**src/rtl/text_console_ctrl.sv**
```systemverilog
// text_console_ctrl: character-stream front end for the VGA text peripheral.
// Turns characters, control codes and colour updates into single-cycle bus
// writes, and runs screen/line clears as write bursts.
//
// state        | meaning
// -------------+---------------------------------------------------------
// S_CLEAR_ALL  | writing spaces to every cell, cursor held at (0,0)
// S_IDLE       | accepting characters and colour updates
// S_CLEAR_LINE | writing spaces across the row the cursor just moved to
// S_COLOR_BG   | issuing the background-colour write after the foreground
module text_console_ctrl #(
  parameter int          COLS               = 80,
  parameter int          ROWS               = 60,
  parameter logic [63:0] VRAM_START_ADDRESS = 64'h30002,
  parameter logic [63:0] FG_ADDRESS         = 64'h30001,
  parameter logic [63:0] BG_ADDRESS         = 64'h30000
) (
  input  logic        clock,
  input  logic        reset,
  input  logic [7:0]  char_in,
  input  logic        char_valid,
  output logic        char_ready,
  input  logic [11:0] fg_in,
  input  logic [11:0] bg_in,
  input  logic        color_valid,
  output logic        color_ready,
  output logic [63:0] address,
  output logic [63:0] data,
  output logic        write,
  output logic        busy,
  output logic [6:0]  cursor_col,
  output logic [5:0]  cursor_row
);

  localparam logic [12:0] LP_COLS      = 13'(COLS);
  localparam logic [12:0] LP_LAST_CELL = 13'(COLS * ROWS - 1);
  localparam logic [12:0] LP_LAST_IDX  = 13'(COLS - 1);
  localparam logic [6:0]  LP_LAST_COL  = 7'(COLS - 1);
  localparam logic [5:0]  LP_LAST_ROW  = 6'(ROWS - 1);
  localparam logic [63:0] LP_SPACE     = 64'h20;

  typedef enum logic [1:0] {
    S_CLEAR_ALL,
    S_IDLE,
    S_CLEAR_LINE,
    S_COLOR_BG
  } state_t;

  state_t      r_state, w_state_nxt;
  logic [12:0] r_cnt, w_cnt_nxt;
  logic [12:0] r_line_base, w_line_base_nxt;
  logic [6:0]  r_col, w_col_nxt;
  logic [5:0]  r_row, w_row_nxt;
  logic [11:0] r_bg, w_bg_nxt;
  logic [63:0] r_address, w_address_nxt;
  logic [63:0] r_data, w_data_nxt;
  logic        r_write, w_write_nxt;

  logic [12:0] w_row_base;
  logic [12:0] w_cell;
  logic [5:0]  w_next_row;
  logic [12:0] w_next_base;
  logic        w_printable;
  logic        w_idle;
  logic        w_adv;

  assign w_idle      = (r_state == S_IDLE);
  assign w_row_base  = 13'(r_row) * LP_COLS;
  assign w_cell      = w_row_base + 13'(r_col);
  assign w_next_row  = (r_row == LP_LAST_ROW) ? 6'd0 : r_row + 6'd1;
  assign w_next_base = 13'(w_next_row) * LP_COLS;
  assign w_printable = (char_in >= 8'h20) && (char_in != 8'h7F);

  assign color_ready = w_idle;
  assign char_ready  = w_idle & ~color_valid;
  assign busy        = ~w_idle;
  assign address     = r_address;
  assign data        = r_data;
  assign write       = r_write;
  assign cursor_col  = r_col;
  assign cursor_row  = r_row;

  // Next-state, cursor and bus-write decisions for the coming edge.
  always_comb begin
    w_state_nxt     = r_state;
    w_cnt_nxt       = r_cnt;
    w_line_base_nxt = r_line_base;
    w_col_nxt       = r_col;
    w_row_nxt       = r_row;
    w_bg_nxt        = r_bg;
    w_address_nxt   = r_address;
    w_data_nxt      = r_data;
    w_write_nxt     = 1'b0;
    w_adv           = 1'b0;

    case (r_state)
      S_CLEAR_ALL: begin
        w_write_nxt   = 1'b1;
        w_address_nxt = VRAM_START_ADDRESS + 64'(r_cnt);
        w_data_nxt    = LP_SPACE;
        w_col_nxt     = 7'd0;
        w_row_nxt     = 6'd0;
        if (r_cnt == LP_LAST_CELL) begin
          w_cnt_nxt   = 13'd0;
          w_state_nxt = S_IDLE;
        end else begin
          w_cnt_nxt = r_cnt + 13'd1;
        end
      end

      S_IDLE: begin
        if (color_valid) begin
          w_write_nxt   = 1'b1;
          w_address_nxt = FG_ADDRESS;
          w_data_nxt    = 64'(fg_in);
          w_bg_nxt      = bg_in;
          w_state_nxt   = S_COLOR_BG;
        end else if (char_valid) begin
          if (w_printable) begin
            w_write_nxt   = 1'b1;
            w_address_nxt = VRAM_START_ADDRESS + 64'(w_cell);
            w_data_nxt    = 64'(char_in);
            if (r_col == LP_LAST_COL) begin
              w_col_nxt = 7'd0;
              w_adv     = 1'b1;
            end else begin
              w_col_nxt = r_col + 7'd1;
            end
          end else begin
            case (char_in)
              8'h0A: begin
                w_col_nxt = 7'd0;
                w_adv     = 1'b1;
              end
              8'h0D: w_col_nxt = 7'd0;
              8'h08: begin
                // Backspace stops at column 0 rather than wrapping upward.
                if (r_col != 7'd0) begin
                  w_col_nxt     = r_col - 7'd1;
                  w_write_nxt   = 1'b1;
                  w_address_nxt = VRAM_START_ADDRESS + 64'(w_cell - 13'd1);
                  w_data_nxt    = LP_SPACE;
                end
              end
              8'h0C: begin
                w_col_nxt   = 7'd0;
                w_row_nxt   = 6'd0;
                w_cnt_nxt   = 13'd0;
                w_state_nxt = S_CLEAR_ALL;
              end
              default: ;
            endcase
          end
          if (w_adv) begin
            w_row_nxt       = w_next_row;
            w_line_base_nxt = w_next_base;
            w_cnt_nxt       = 13'd0;
            w_state_nxt     = S_CLEAR_LINE;
          end
        end
      end

      S_CLEAR_LINE: begin
        w_write_nxt   = 1'b1;
        w_address_nxt = VRAM_START_ADDRESS + 64'(r_line_base + r_cnt);
        w_data_nxt    = LP_SPACE;
        if (r_cnt == LP_LAST_IDX) begin
          w_cnt_nxt   = 13'd0;
          w_state_nxt = S_IDLE;
        end else begin
          w_cnt_nxt = r_cnt + 13'd1;
        end
      end

      S_COLOR_BG: begin
        w_write_nxt   = 1'b1;
        w_address_nxt = BG_ADDRESS;
        w_data_nxt    = 64'(r_bg);
        w_state_nxt   = S_IDLE;
      end

      default: w_state_nxt = S_CLEAR_ALL;
    endcase
  end

  // State, cursor and bus output registers; reset restarts the full clear.
  always_ff @(posedge clock or posedge reset) begin
    if (reset) begin
      r_state     <= S_CLEAR_ALL;
      r_cnt       <= 13'd0;
      r_line_base <= 13'd0;
      r_col       <= 7'd0;
      r_row       <= 6'd0;
      r_bg        <= 12'd0;
      r_address   <= 64'd0;
      r_data      <= 64'd0;
      r_write     <= 1'b0;
    end else begin
      r_state     <= w_state_nxt;
      r_cnt       <= w_cnt_nxt;
      r_line_base <= w_line_base_nxt;
      r_col       <= w_col_nxt;
      r_row       <= w_row_nxt;
      r_bg        <= w_bg_nxt;
      r_address   <= w_address_nxt;
      r_data      <= w_data_nxt;
      r_write     <= w_write_nxt;
    end
  end

endmodule

```
**config.mk**
```make
export PLATFORM = sky130hd
export DESIGN_NAME = text_console_ctrl
export DESIGN_NICKNAME = d
export VERILOG_FILES = /design/src/rtl/text_console_ctrl.sv
export SDC_FILE = /design/constraint.sdc
export NUM_CORES = 1
export LEC_CHECK = 0
export CORE_MARGIN = 5
export CORE_UTILIZATION = 54
export CTS_CLUSTER_SIZE = 30
export DETAILED_ROUTE_END_ITERATION = 10
export PLACE_DENSITY = 0.95
export SYNTH_ARGS = -nofsm -noshare
export SYNTH_HDL_FRONTEND = slang
export SYNTH_SLANG_ARGS = --single-unit
```
**constraint.sdc**
```tcl
create_clock -name clock -period 7.6 [get_ports clock]
set_input_delay 1.52 -clock clock [delete_from_list [all_inputs] [get_ports clock]]
set_output_delay 1.52 -clock clock [all_outputs]
set_load 0.01 [all_outputs]
```
# Word level (Yosys, flattened, before mapping)
# Cells that the tools add are included.
[word_totals]
register_bits = 178
output_inout_bits = 145
word_cells = 120
[classes]
n_mux = 54
addsub = 11
reduce_logical = 15
bitwise = 3
n_mul = 2
n_eq_ne = 25
magnitude_cmp = 1
[ops]
columns = ["operator", "n"]
rows = [
  ["$mux 64", 10],
  ["$pmux 64 s4", 1],
  ["$pmux 64 s3", 1],
  ["$mux 13", 7],
  ["$pmux 13 s3", 1],
  ["$add 18x13->19 const A", 2],
  ["$mux 6", 6],
  ["$mux 7", 5],
  ["$eq 8x4->1 const B", 4],
  ["$pmux 7 s2", 2],
  ["$add 19x14->20 const A", 1],
  ["$reduce_and 5->1", 4],
  ["$add 18x14->19 const A", 1],
  ["$mul 6x3->9 const B", 2],
  ["$ne 4x3->1 const B", 4],
  ["$add 13x13->14", 1],
  ["$mux 2", 7],
  ["$sub 13x1->14 const B", 1],
  ["$add 13x1->13 const B", 1],
  ["$add 13x7->13", 1],
  ["$eq 13x13->1 const B", 1],
  ["$eq 13x7->1 const B", 1],
  ["$pmux 6 s2", 1],
  ["$mux 1", 11],
  ["other kinds (29)", 35],
]

# Depth between registers and ports, before layout
[depth]
depth_word = 10
ltp_mapped = 13
mapped_depth_nobuf = 13

# Least setup slack after synthesis
# No wires, ideal clock.
[synth_path]
path_kind = "input port to output port"
startpoint = "input color_valid"
endpoint = "output char_ready"
cell_stages = 4
arrival_ps = 2308
path_slack_ps = 3772
path_cell_list = "clkbuf_1 > nand2b_1 > clkbuf_1 > clkinv_1"
[synth_between]
elab_chain_len = 2
[synth_rtl]
columns = ["element", "line_no", "text"]
rows = [
  ["start, declared", "25", "input logic color_valid,"],
  ["$not 1->1 (no source line)", "-", ""],
  ["$and 1x1->1", "75", "assign char_ready = w_idle & ~color_valid;"],
  ["end, declared", "22", "output logic char_ready,"],
]
# Every way passes these cells.

# Worst setup path in the final report
# Ends and elaborated chain as after synthesis.

==> impl_metrics.tcl <==
set metrics [dict create \
    routed_wl_um 18500 \
    p_seq_share_pct 27.8 \
    drive_above_1_share_pct 5.16 \
    initial_core_util_pct 55.5 \
    cts_hold_buf 0 \
    syn_inst 854 \
    yosysWarningCount 0 \
    via_per_inst 5.76 \
    hold_violations 0 \
    dieHeight_um 124 \
    worstPathArrival_ns 3.70 \
    htreeDepth 3 \
    status "finished, final reports clean" \
    synth-main-ff-cell "dfrtp_1" \
    clockRootBuffer "clkbuf_16" \
    cts_tree "done" \
    clock_sinks 80 \
    grt_start_max_net_pins 81 \
    num_antenna_cells 0 \
    ant_nets 0 \
    combinationalPowerShare_pct 55.6 \
    port_buffers 82 \
    crit_fanout 15 \
    drv_slew 0 \
    nets 989 \
    grt_pass1_vias 5990 \
    drv_cap 0 \
    fin_tns_setup_ns 0 \
    max_freq_mhz 192 \
    numCtsBuffers 9 \
    grt-ovfl-total 0 \
    syn_area_per_cell_um2 8.24 \
    async_flop_share_pct 100 \
    cts-resized-gates 0 \
    synth_edf_count 0 \
    area_growth_pct 11.0 \
    p_leak_nw 3.65 \
    max_stage_delay_ns 0.65 \
    final_cell_mix "nand2_1 (107), conb_1 (98), clkdlybuf4s50_1 (82)" \
    cts_setup_buffers 0 \
    rows 41 \
    fin_crit_sh_pct 68.7 \
    clk_pin_slew_ns 0.05 \
    worst_slew_pin_slew_ns 1.22 \
    io_pins 181 \
    slowest_stage "clkdlybuf4s50_1" \
    clk_latency_ns 0.34 \
    clkPwrFrac_pct 16.6 \
    power_mw 2.37 \
    crit_type "in2out" \
    drc 0 \
    cp-start-kind "input pin" \
    sw_frac_of_total_pct 45.1 \
    p_switching_mw 1.07 \
    dieArea_mm2 0.0154 \
    syn_area_mm2 0.00703 \
    clockBufferDepth 2 \
    hpwl_um 13800 \
    p_per_area_mw_per_mm2 303 \
    vias 6235 \
    drt_iter0_markers 596 \
    gp_congestion 0.937 \
    grt_pass1_wl_um 29600 \
    final_common_cell "nand2_1" \
    core_area_mm2 0.0127 \
    track_usage_pct 24.3 \
    p_int_mw 1.30 \
    maxSlewHeadroom_pct 18.8 \
    fin_skew_ns 0.00667 \
    cpMostUsedCell "clkdlybuf4s50_1" \
    cp-end-kind "primary output" \
    worstPathCellList "clkdlybuf4s50_1, nand2b_1, clkinv_1, clkdlybuf4s50_1" \
    die_w_um 124 \
    ys_seq_elements 80 \
    setup_viol 0 \
    drt-pass1-iter-count 5 \
    post_drt_wl_per_cell_um 17.1 \
    rsz0062_at_grt "no" \
    hold_class "reg2reg" \
    ys_seq_area_share_pct 28.5 \
    required_ns 6.08 \
    period_needed_ns 5.22 \
    synth_cell_types 89 \
    antenna_found_initial 0 \
    ir_worst_vdd_mv 0.224 \
]
==> through the flow <==
stage / hold WS [ns] / setup slack [ns] / instance area, um2 / cells / utilization (%)
2_1_floorplan: 0.445 / 3.77 / 7400 / 951 / -
3_3_place_gp: 0.457 / 2.53 / 7550 / 1069 / 59.6
3_5_place_dp: 0.464 / 2.44 / 7550 / 1069 / 59.6
4_1_cts: 0.478 / 2.45 / 7810 / 1083 / 61.6
6_report: 0.478 / 2.38 / 7810 / 1083 / 61.6
5_1_grt: 0.498 / 2.30 / 7810 / 1083 / 61.6
==> kinds of logic after synthesis <==
family | Yosys count | share of synthesized area [%]
buffers and inverters | 168 | 14.5
adder cells (fa/ha/maj) | 45 | 8.32
flip-flops | 80 | 28.5
multiplexers | 15 | 2.31
other | 1 | 0.0533
AO/OA/AOI/OAI | 204 | 19.9
XOR/XNOR | 53 | 6.71
AND/OR/NAND/NOR | 288 | 19.8
==> critical path, delay by kind of cell <==
| family | cells | cell delay, ns |
|---|---|---|
| buffers and inverters | 3 | 1.68 |
| and+or+nand+nor | 1 | 0.51 |
==> Yosys cell counts (7+ instances only) <==
master	count	area share, %
nand2_1	107	5.7
buf_4	98	10
dfrtp_1	80	28
nor2_1	68	3.6
a21oi_1	47	3.3
ha_1	42	7.5
xnor2_1	40	5.0
o21ai_0	36	2.6
clkbuf_1	29	1.5
inv_1	29	1.5
nand3_1	26	1.8
o31ai_1	17	1.8
a221oi_1	12	1.5
nor3_1	12	0.85
xor2_1	12	1.5
a21o_1	10	1.1
and3_1	10	0.89
mux2_2	10	1.6
o21ai_1	10	0.71
buf_2	9	0.64
nand2b_1	9	0.80
nand4_1	9	0.80
a31oi_1	8	0.71
and2_1	7	0.62
==> power by group through the flow <==
stage,clock network [mW],logic [mW],registers (mW)
after detailed placement,0,1.28,0.660
after global routing,0.421,1.43,0.670
final,0.393,1.32,0.659
after global placement,0,1.25,0.657
after CTS,0.400,1.29,0.654
after floorplan,0,0.925,0.656
==> final cells by class <==
| type | count | area [um2] |
|---|---|---|
| repair buffers | 84 | 836 |
| fillers | 1051 | 4860 |
| flip-flops and latches | 80 | 2000 |
| multi-input cells | 703 | 4380 |
| well taps | 172 | 215 |
| clock inverters | 4 | 22.5 |
| inverters | 30 | 114 |
| clock buffers | 10 | 239 |
==> sequential cells by signal, summed over array words and instances (netlist names) <==
signal / cells
address: 18
r_bg: 12
r_state: 2
write: 1
cursor_col: 7
cursor_row: 6
r_line_base: 9
r_cnt: 13
data: 12
==> routing by layer <==
metal  part of all wire, %  vias to the layer above  track usage, %
li1                      -                     2933               -
met1                    39                     2901            30.6
met2                    47                      370            39.9
met3                    12                       31            7.72
met4                   1.8                        0            7.67
met5                     0                        -               0
==> path summary, 6_finish.rpt <==
| path | from | endpoint | slack, ns | depth (start not counted) |
|---|---|---|---|---|
| max reg2reg | cursor_row[3] | address[12] | 3.62 | 13 |
| max | color_valid | char_ready | 2.38 | 4 |
| min in group asynchronous | reset | r_cnt[1] | 1.82 | 3 |
| min reg2reg | address[14] | address[14] | 0.48 | 1 |
| min | address[14] | address[14] | 0.48 | 1 |
| max in group asynchronous | reset | cursor_col[6] | 5.16 | 3 |
(Power assumes the default switching activity.)
